[src/rtl/rom_fetch_sequencer.sv]
// Program counter and one-entry fetch register for the 28-bit instruction ROM.
// Optional NOP timed-wait feature is enabled by defining FETCH_NOP_WAIT_EN.

`ifdef FETCH_NOP_WAIT_EN
`ifndef NOP
`define NOP 4'hF
`endif
`endif

module rom_fetch_sequencer #(
   parameter int ADDR_W  = 16,
   parameter int INSTR_W = 28
`ifdef FETCH_NOP_WAIT_EN
   ,
   parameter int WAIT_W  = 24
`endif
) (
   input  logic               Clock,
   input  logic               Reset,
   output logic [ADDR_W-1:0]  oRomAddress,
   input  logic [INSTR_W-1:0] iRomInstruction,
   output logic [INSTR_W-1:0] oInstruction,
   output logic [ADDR_W-1:0]  oPC,
   output logic               oInstrValid,
   input  logic               iStall,
   input  logic               iBranchTaken,
   input  logic [ADDR_W-1:0]  iBranchTarget
);

   typedef enum logic [0:0] {
      FETCH_ST = 1'b0,
      WAIT_ST  = 1'b1
   } state_t;

   state_t               state_r, state_s;
   logic [ADDR_W-1:0]    pc_r, pc_s;
   logic [INSTR_W-1:0]   instr_r, instr_s;
   logic [ADDR_W-1:0]    opc_r, opc_s;
   logic                 valid_r, valid_s;
`ifdef FETCH_NOP_WAIT_EN
   logic [WAIT_W-1:0]    cnt_r, cnt_s;
   logic                 nop_wait_s;
`endif

   assign oRomAddress  = pc_r;
   assign oInstruction = instr_r;
   assign oPC          = opc_r;
   assign oInstrValid  = valid_r;

`ifdef FETCH_NOP_WAIT_EN
   // A fetched NOP with nonzero immediate starts a timed wait.
   always_comb begin
      nop_wait_s = (iRomInstruction[27:24] == `NOP) && (iRomInstruction[23:0] != 24'd0);
   end
`endif

   // Next-state and next-register logic; branch beats stall beats fetch.
   always_comb begin
      state_s = state_r;
      pc_s    = pc_r;
      instr_s = instr_r;
      opc_s   = opc_r;
      valid_s = valid_r;
`ifdef FETCH_NOP_WAIT_EN
      cnt_s   = cnt_r;
`endif
      case (state_r)
         FETCH_ST: begin
            if (iBranchTaken) begin
               pc_s    = iBranchTarget;
               valid_s = 1'b0;
            end else if (iStall) begin
               valid_s = valid_r;
            end else begin
               instr_s = iRomInstruction;
               opc_s   = pc_r;
               valid_s = 1'b1;
               pc_s    = pc_r + {{(ADDR_W-1){1'b0}}, 1'b1};
`ifdef FETCH_NOP_WAIT_EN
               if (nop_wait_s) begin
                  cnt_s   = WAIT_W'(iRomInstruction[23:0] - 24'd1);
                  state_s = WAIT_ST;
               end else begin
                  state_s = FETCH_ST;
               end
`endif
            end
         end
`ifdef FETCH_NOP_WAIT_EN
         WAIT_ST: begin
            valid_s = 1'b0;
            if (iBranchTaken) begin
               pc_s    = iBranchTarget;
               cnt_s   = {WAIT_W{1'b0}};
               state_s = FETCH_ST;
            end else if (cnt_r == {WAIT_W{1'b0}}) begin
               state_s = FETCH_ST;
            end else if (!iStall) begin
               cnt_s = cnt_r - {{(WAIT_W-1){1'b0}}, 1'b1};
            end else begin
               cnt_s = cnt_r;
            end
         end
`endif
         default: begin
            state_s = FETCH_ST;
            valid_s = 1'b0;
         end
      endcase
   end

   // State and datapath registers with synchronous reset.
   always_ff @(posedge Clock) begin
      if (Reset) begin
         state_r <= FETCH_ST;
         pc_r    <= {ADDR_W{1'b0}};
         instr_r <= {INSTR_W{1'b0}};
         opc_r   <= {ADDR_W{1'b0}};
         valid_r <= 1'b0;
`ifdef FETCH_NOP_WAIT_EN
         cnt_r   <= {WAIT_W{1'b0}};
`endif
      end else begin
         state_r <= state_s;
         pc_r    <= pc_s;
         instr_r <= instr_s;
         opc_r   <= opc_s;
         valid_r <= valid_s;
`ifdef FETCH_NOP_WAIT_EN
         cnt_r   <= cnt_s;
`endif
      end
   end

endmodule

[config.mk]
export PLATFORM = sky130hd
export DESIGN_NAME = rom_fetch_sequencer
export DESIGN_NICKNAME = d
export VERILOG_FILES = /design/src/rtl/rom_fetch_sequencer.sv
export SDC_FILE = /design/constraint.sdc
export NUM_CORES = 1
export LEC_CHECK = 0
export BUFFER_PORTS_ARGS = -buffer_cell sky130_fd_sc_hd__buf_2
export CAP_MARGIN = 30
export CORE_UTILIZATION = 50
export DETAILED_ROUTE_END_ITERATION = 16
export MAX_ROUTING_LAYER = met4
export PLACE_DENSITY = 0.86
export REMOVE_ABC_BUFFERS = 1
export SLEW_MARGIN = 25
export SYNTH_ARGS = -nofsm -noshare
export SYNTH_HDL_FRONTEND = slang
export SYNTH_SLANG_ARGS = --single-unit
export TNS_END_PERCENT = 30
[constraint.sdc]
create_clock -name Clock -period 3.8 [get_ports Clock]
set_clock_uncertainty 0.1 [all_clocks]
set_input_delay 0 -clock Clock [delete_from_list [all_inputs] [get_ports Clock]]
set_output_delay 0 -clock Clock [all_outputs]
set_load 0.01 [all_outputs]
# Word-level counts from Yosys, hierarchy flattened
# Cells that the tools add are included.
# word_totals
wordCells,12
in_bits,48
output_inout_bits,61
register_bits,61
# classes
n_eq_ne,1
add_sub_neg,1
reduce_logical,2
n_bitwise,2
n_mux,2
# op_table
op,count
16-bit 2-to-1 mux,2
"16-bit by 1-bit adder with 16-bit output, second input constant",1
"2-bit by 1-bit inequality test with 1-bit output, second input constant",1
1-bit NOT,2
2-bit AND reduction,1
2-bit OR reduction,1

# Logic depth before layout (Yosys ltp)
# logic_depth
word_depth,3
ltp_mapped,6
depth_no_buf,5

# Worst setup path after synthesis
# Ideal clock, no wire load.
# synth_timing
path_type,reg-to-reg
from,"reg pc_r[0], in the netlist oRomAddress[0]"
to,"reg pc_r[14], in the netlist oRomAddress[14]"
path_stages_with_launch,6
period_less_slack_ns,1.647
setup_ns,0.112
arrival_ns,1.435
required_time_ns,3.588
slack_ns,2.153
path_buffers,0
cell_sequence,dfxtp_1 -> ha_1 -> nand4b_1 -> nor4_2 -> nor3_1 -> a2111oi_1
# synth_via
elab_chain_cells,3
# synth_rtl
element,line_no,source
from (decl),36,"logic [ADDR_W-1:0] pc_r, pc_s;"
from (signal assigned),116,pc_r <= {ADDR_W{1'b0}};
from (signal assigned),125,pc_r <= pc_s;
16-bit by 1-bit adder with 16-bit output,78,"pc_s = pc_r + {{(ADDR_W-1){1'b0}}, 1'b1};"
16-bit 2-to-1 mux,72,end else if (iStall) begin
16-bit 2-to-1 mux,69,if (iBranchTaken) begin
# No other way between the ends. The select of a mux whose other input is x is not followed.
# A chain may end at the register's enable or synchronous reset.

# Worst setup path after layout
# Ends and elaborated chain as after synthesis.

==> flow_summary_export.csv <==
group,metric,value,unit
worst_setup_path,path_class,"reg -> reg",
sta,drv_slew,0,
floorplanning,initial_core_util,0.521,
floorplanning,die_y,72.4,um
floorplanning,rows,25,
place,numPortBuffers,108,
logic_synthesis,synth_top_area_frac,0.493,
routing,vias,2725,
floorplanning,ios,109,
global_route,grt_pass1_vias,2582,
sta,timing.setup.tns,0,ns
cts,cts_buffers,9,
final_layout,layout_commonest_cell,"buf_2",
cts,cts_root_buffer,"clkbuf_8",
place,place_inst,463,
logic_synthesis,yosysSeqAreaShare,0.493,
pwr,power_frac_seq,0.470,
floorplanning,die_area,0.00524,mm^2
final_layout,drive_gt1_frac,0.297,
final_layout,final_cell_mix,"buf_2, nand2_1, dfxtp_1, a21oi_1, dlygate4sd3_1",
worst_hold_path,min_path_type,"in -> reg",
logic_synthesis,synth-seq-cells,61,
pwr,clock_power_share,0.391,
routing,drt-vias-per-instance,5.15,
routing,detail-route-antenna-nets,0,
logic_synthesis,ys.flop_type,"dfxtp_1",
logic_synthesis,synth_async_sr_flop_share,0,
final_layout,diodes,0,
sta,worst_pin_slew,0.829,ns
final_layout,finalNetCount,507,
pwr,power.density,394,mW/mm^2
pwr,intPower,0.00111,W
sta,hold_viol,0,
sta,fin_ws,1.94,ns
logic_synthesis,synth_edf_count,0,
global_route,gr-total-overflow,0,
cts,cts_tree,"built",
pwr,p_switching,0.000382,W
flow_run,cap_violations,0,
routing,drt_iter0_drc,98,
global_route,antenna_found_initial,0,
logic_synthesis,ys_types,31,
final_layout,multiInputGateArea,0.00116,mm^2
worst_setup_path,cp.required,3.91,ns
outcome,status,"completed",
final_layout,syn_to_final_growth,52.4,%
global_route,grt_max_degree,46,
place,gp_congestion,0.809,
sta,fin_crit_sh,0.489,
sta,timing.fmax,0.538,GHz
sta,rsz0062_at_grt,"false",
routing,first_pass_iters,5,
worst_setup_path,crit_arrival,1.97,ns
routing,drc_errors,0,
routing,wl,7.52,mm
pwr,ir_drop,283,uV
worst_setup_path,cp_max_fo,6,
logic_synthesis,synthesis.area,0.00248,mm^2
cts,ctsResizeCount,0,
worst_setup_path,critPathLaunchType,"flip-flop",
routing,wire_per_inst,14.2,um
final_layout,fin_cells,529,
cts,cts_sinks,61,
global_route,grt_pass1_wl,11.4,mm
sta,min_period,1.86,ns
cts,htree_levels,3,
pwr,total_power,0.00149,W
final_layout,fillers,324,
logic_synthesis,yosys_warnings,0,
place,hpwlAfterDp,3.94,mm
final_layout,seq_area,0.00122,mm^2
worst_setup_path,worstSetupEndpointType,"flip-flop",
logic_synthesis,synthesis.instances,308,
cts,insertion_delay,0.33,ns
logic_synthesis,avgSynthCellArea,8.05,um^2
floorplanning,core,0.00475,mm^2
pwr,switching_share,0.257,
place,dp_slack,2.01,ns
global_route,grt_usage,0.290,
sta,setup_violations,0,
cts,cts_setup_buffers,0,
cts,clk_pin_slew,0.07,ns
cts,clk_path_buf_depth,2,
floorplanning,die_w,72.4,um
logic_synthesis,synth_top_area_cell,"dfxtp_1",
logic_synthesis,synth_area_leaders,"dfxtp_1, nand2_1, a21oi_1",
sta,max-slew-margin-rel,0.448,
pwr,power.leakage,1.64,nW
pwr,comb_power_share,0.139,
## critical path, cell delays in order, from the launching register on
cell and delay, ns:
dfxtp_1 0.50, ha_1 0.27, nand4b_1 0.20, nor4_2 0.24, nor3_1 0.08, a2111oi_1 0.35
## area by class of cell
| class | instances | share of cell area |
|---|---|---|
| clock inverter | 4 | 0.0126 |
| clock buffer | 11 | 0.0401 |
| tap | 67 | 0.0222 |
| sequential | 61 | 0.323 |
| inverter | 6 | 0.00596 |
| multi-input combinational | 220 | 0.306 |
| timing repair buffer | 160 | 0.290 |
## power by group through the flow
stage / registers [W] / clock network, W / logic, W
floorplan: 0.000723 / 0 / 0.0000589
detailed placement: 0.000712 / 0 / 0.000157
finish: 0.000700 / 0.000583 / 0.000207
global placement: 0.000710 / 0 / 0.000151
CTS: 0.000697 / 0.000584 / 0.000198
global route: 0.000703 / 0.000614 / 0.000225
## final timing paths
kind | cells after the start | slack [ns] | startpoint | to
max | 5 | 1.94 | oRomAddress[0] | oRomAddress[14]
min | 3 | 0.03 | iBranchTaken | oRomAddress[8]
max reg2reg | 5 | 1.94 | oRomAddress[0] | oRomAddress[14]
min reg2reg | 2 | 0.35 | oPC[5] | oPC[5]
## cell families (layout without fill, tap and decap cells)
kind of cell    Yosys count  count (layout)  synth area share
fa+ha+maj                 1               1           0.00505
flops                    61              61             0.493
mux                       1               1           0.00404
xor+xnor                 10              10            0.0353
simple gates            143             143             0.272
buf+inv                  27             181            0.0439
compound gates           65              65             0.147
## synth_stat cells (2+ instances only)
library cell	number
nand2_1	100
dfxtp_1	61
a21oi_1	50
nor2_1	14
clkbuf_1	13
xnor2_1	10
a211oi_1	7
buf_2	6
inv_1	6
nor4_2	6
nor3_1	5
nand4_1	3
a2111oi_1	2
a31oi_1	2
buf_1	2
nand2b_1	2
nand3_1	2
nand3_2	2
nand4b_1	2
nor2b_1	2
## stage by stage
stage / cell area [um^2] / utilization / hold slack, ns
floorplan: 2390 / - / -0.0309
global placement: 3020 / 0.636 / 0.130
detailed placement: 3050 / 0.642 / 0.149
CTS: 3750 / 0.789 / 0.00547
global route: 3780 / 0.795 / 0.0265
finish: 3780 / 0.795 / 0.0265
## routing by layer
layer | track usage | wire, um | up-vias
li1 | - | - | 1331
met1 | 0.312 | 3150 | 1276
met2 | 0.507 | 3780 | 103
met3 | 0.0819 | 476 | 15
met4 | 0.107 | 113 | 0
met5 | - | 0 | -
## registers in the layout, indices dropped and copies added (netlist names)
| register | count |
|---|---|
| oInstruction | 28 |
| oPC | 16 |
| oRomAddress | 16 |
| oInstrValid | 1 |
## repair_timing
action | 4_1_cts | 5_1_grt
hold buffers | 50 | 0
hold endpoints to repair | 45 | 0
endpoints found under the setup margin | 0 | 0
Note: power is estimated with default switching activity, not from simulation.
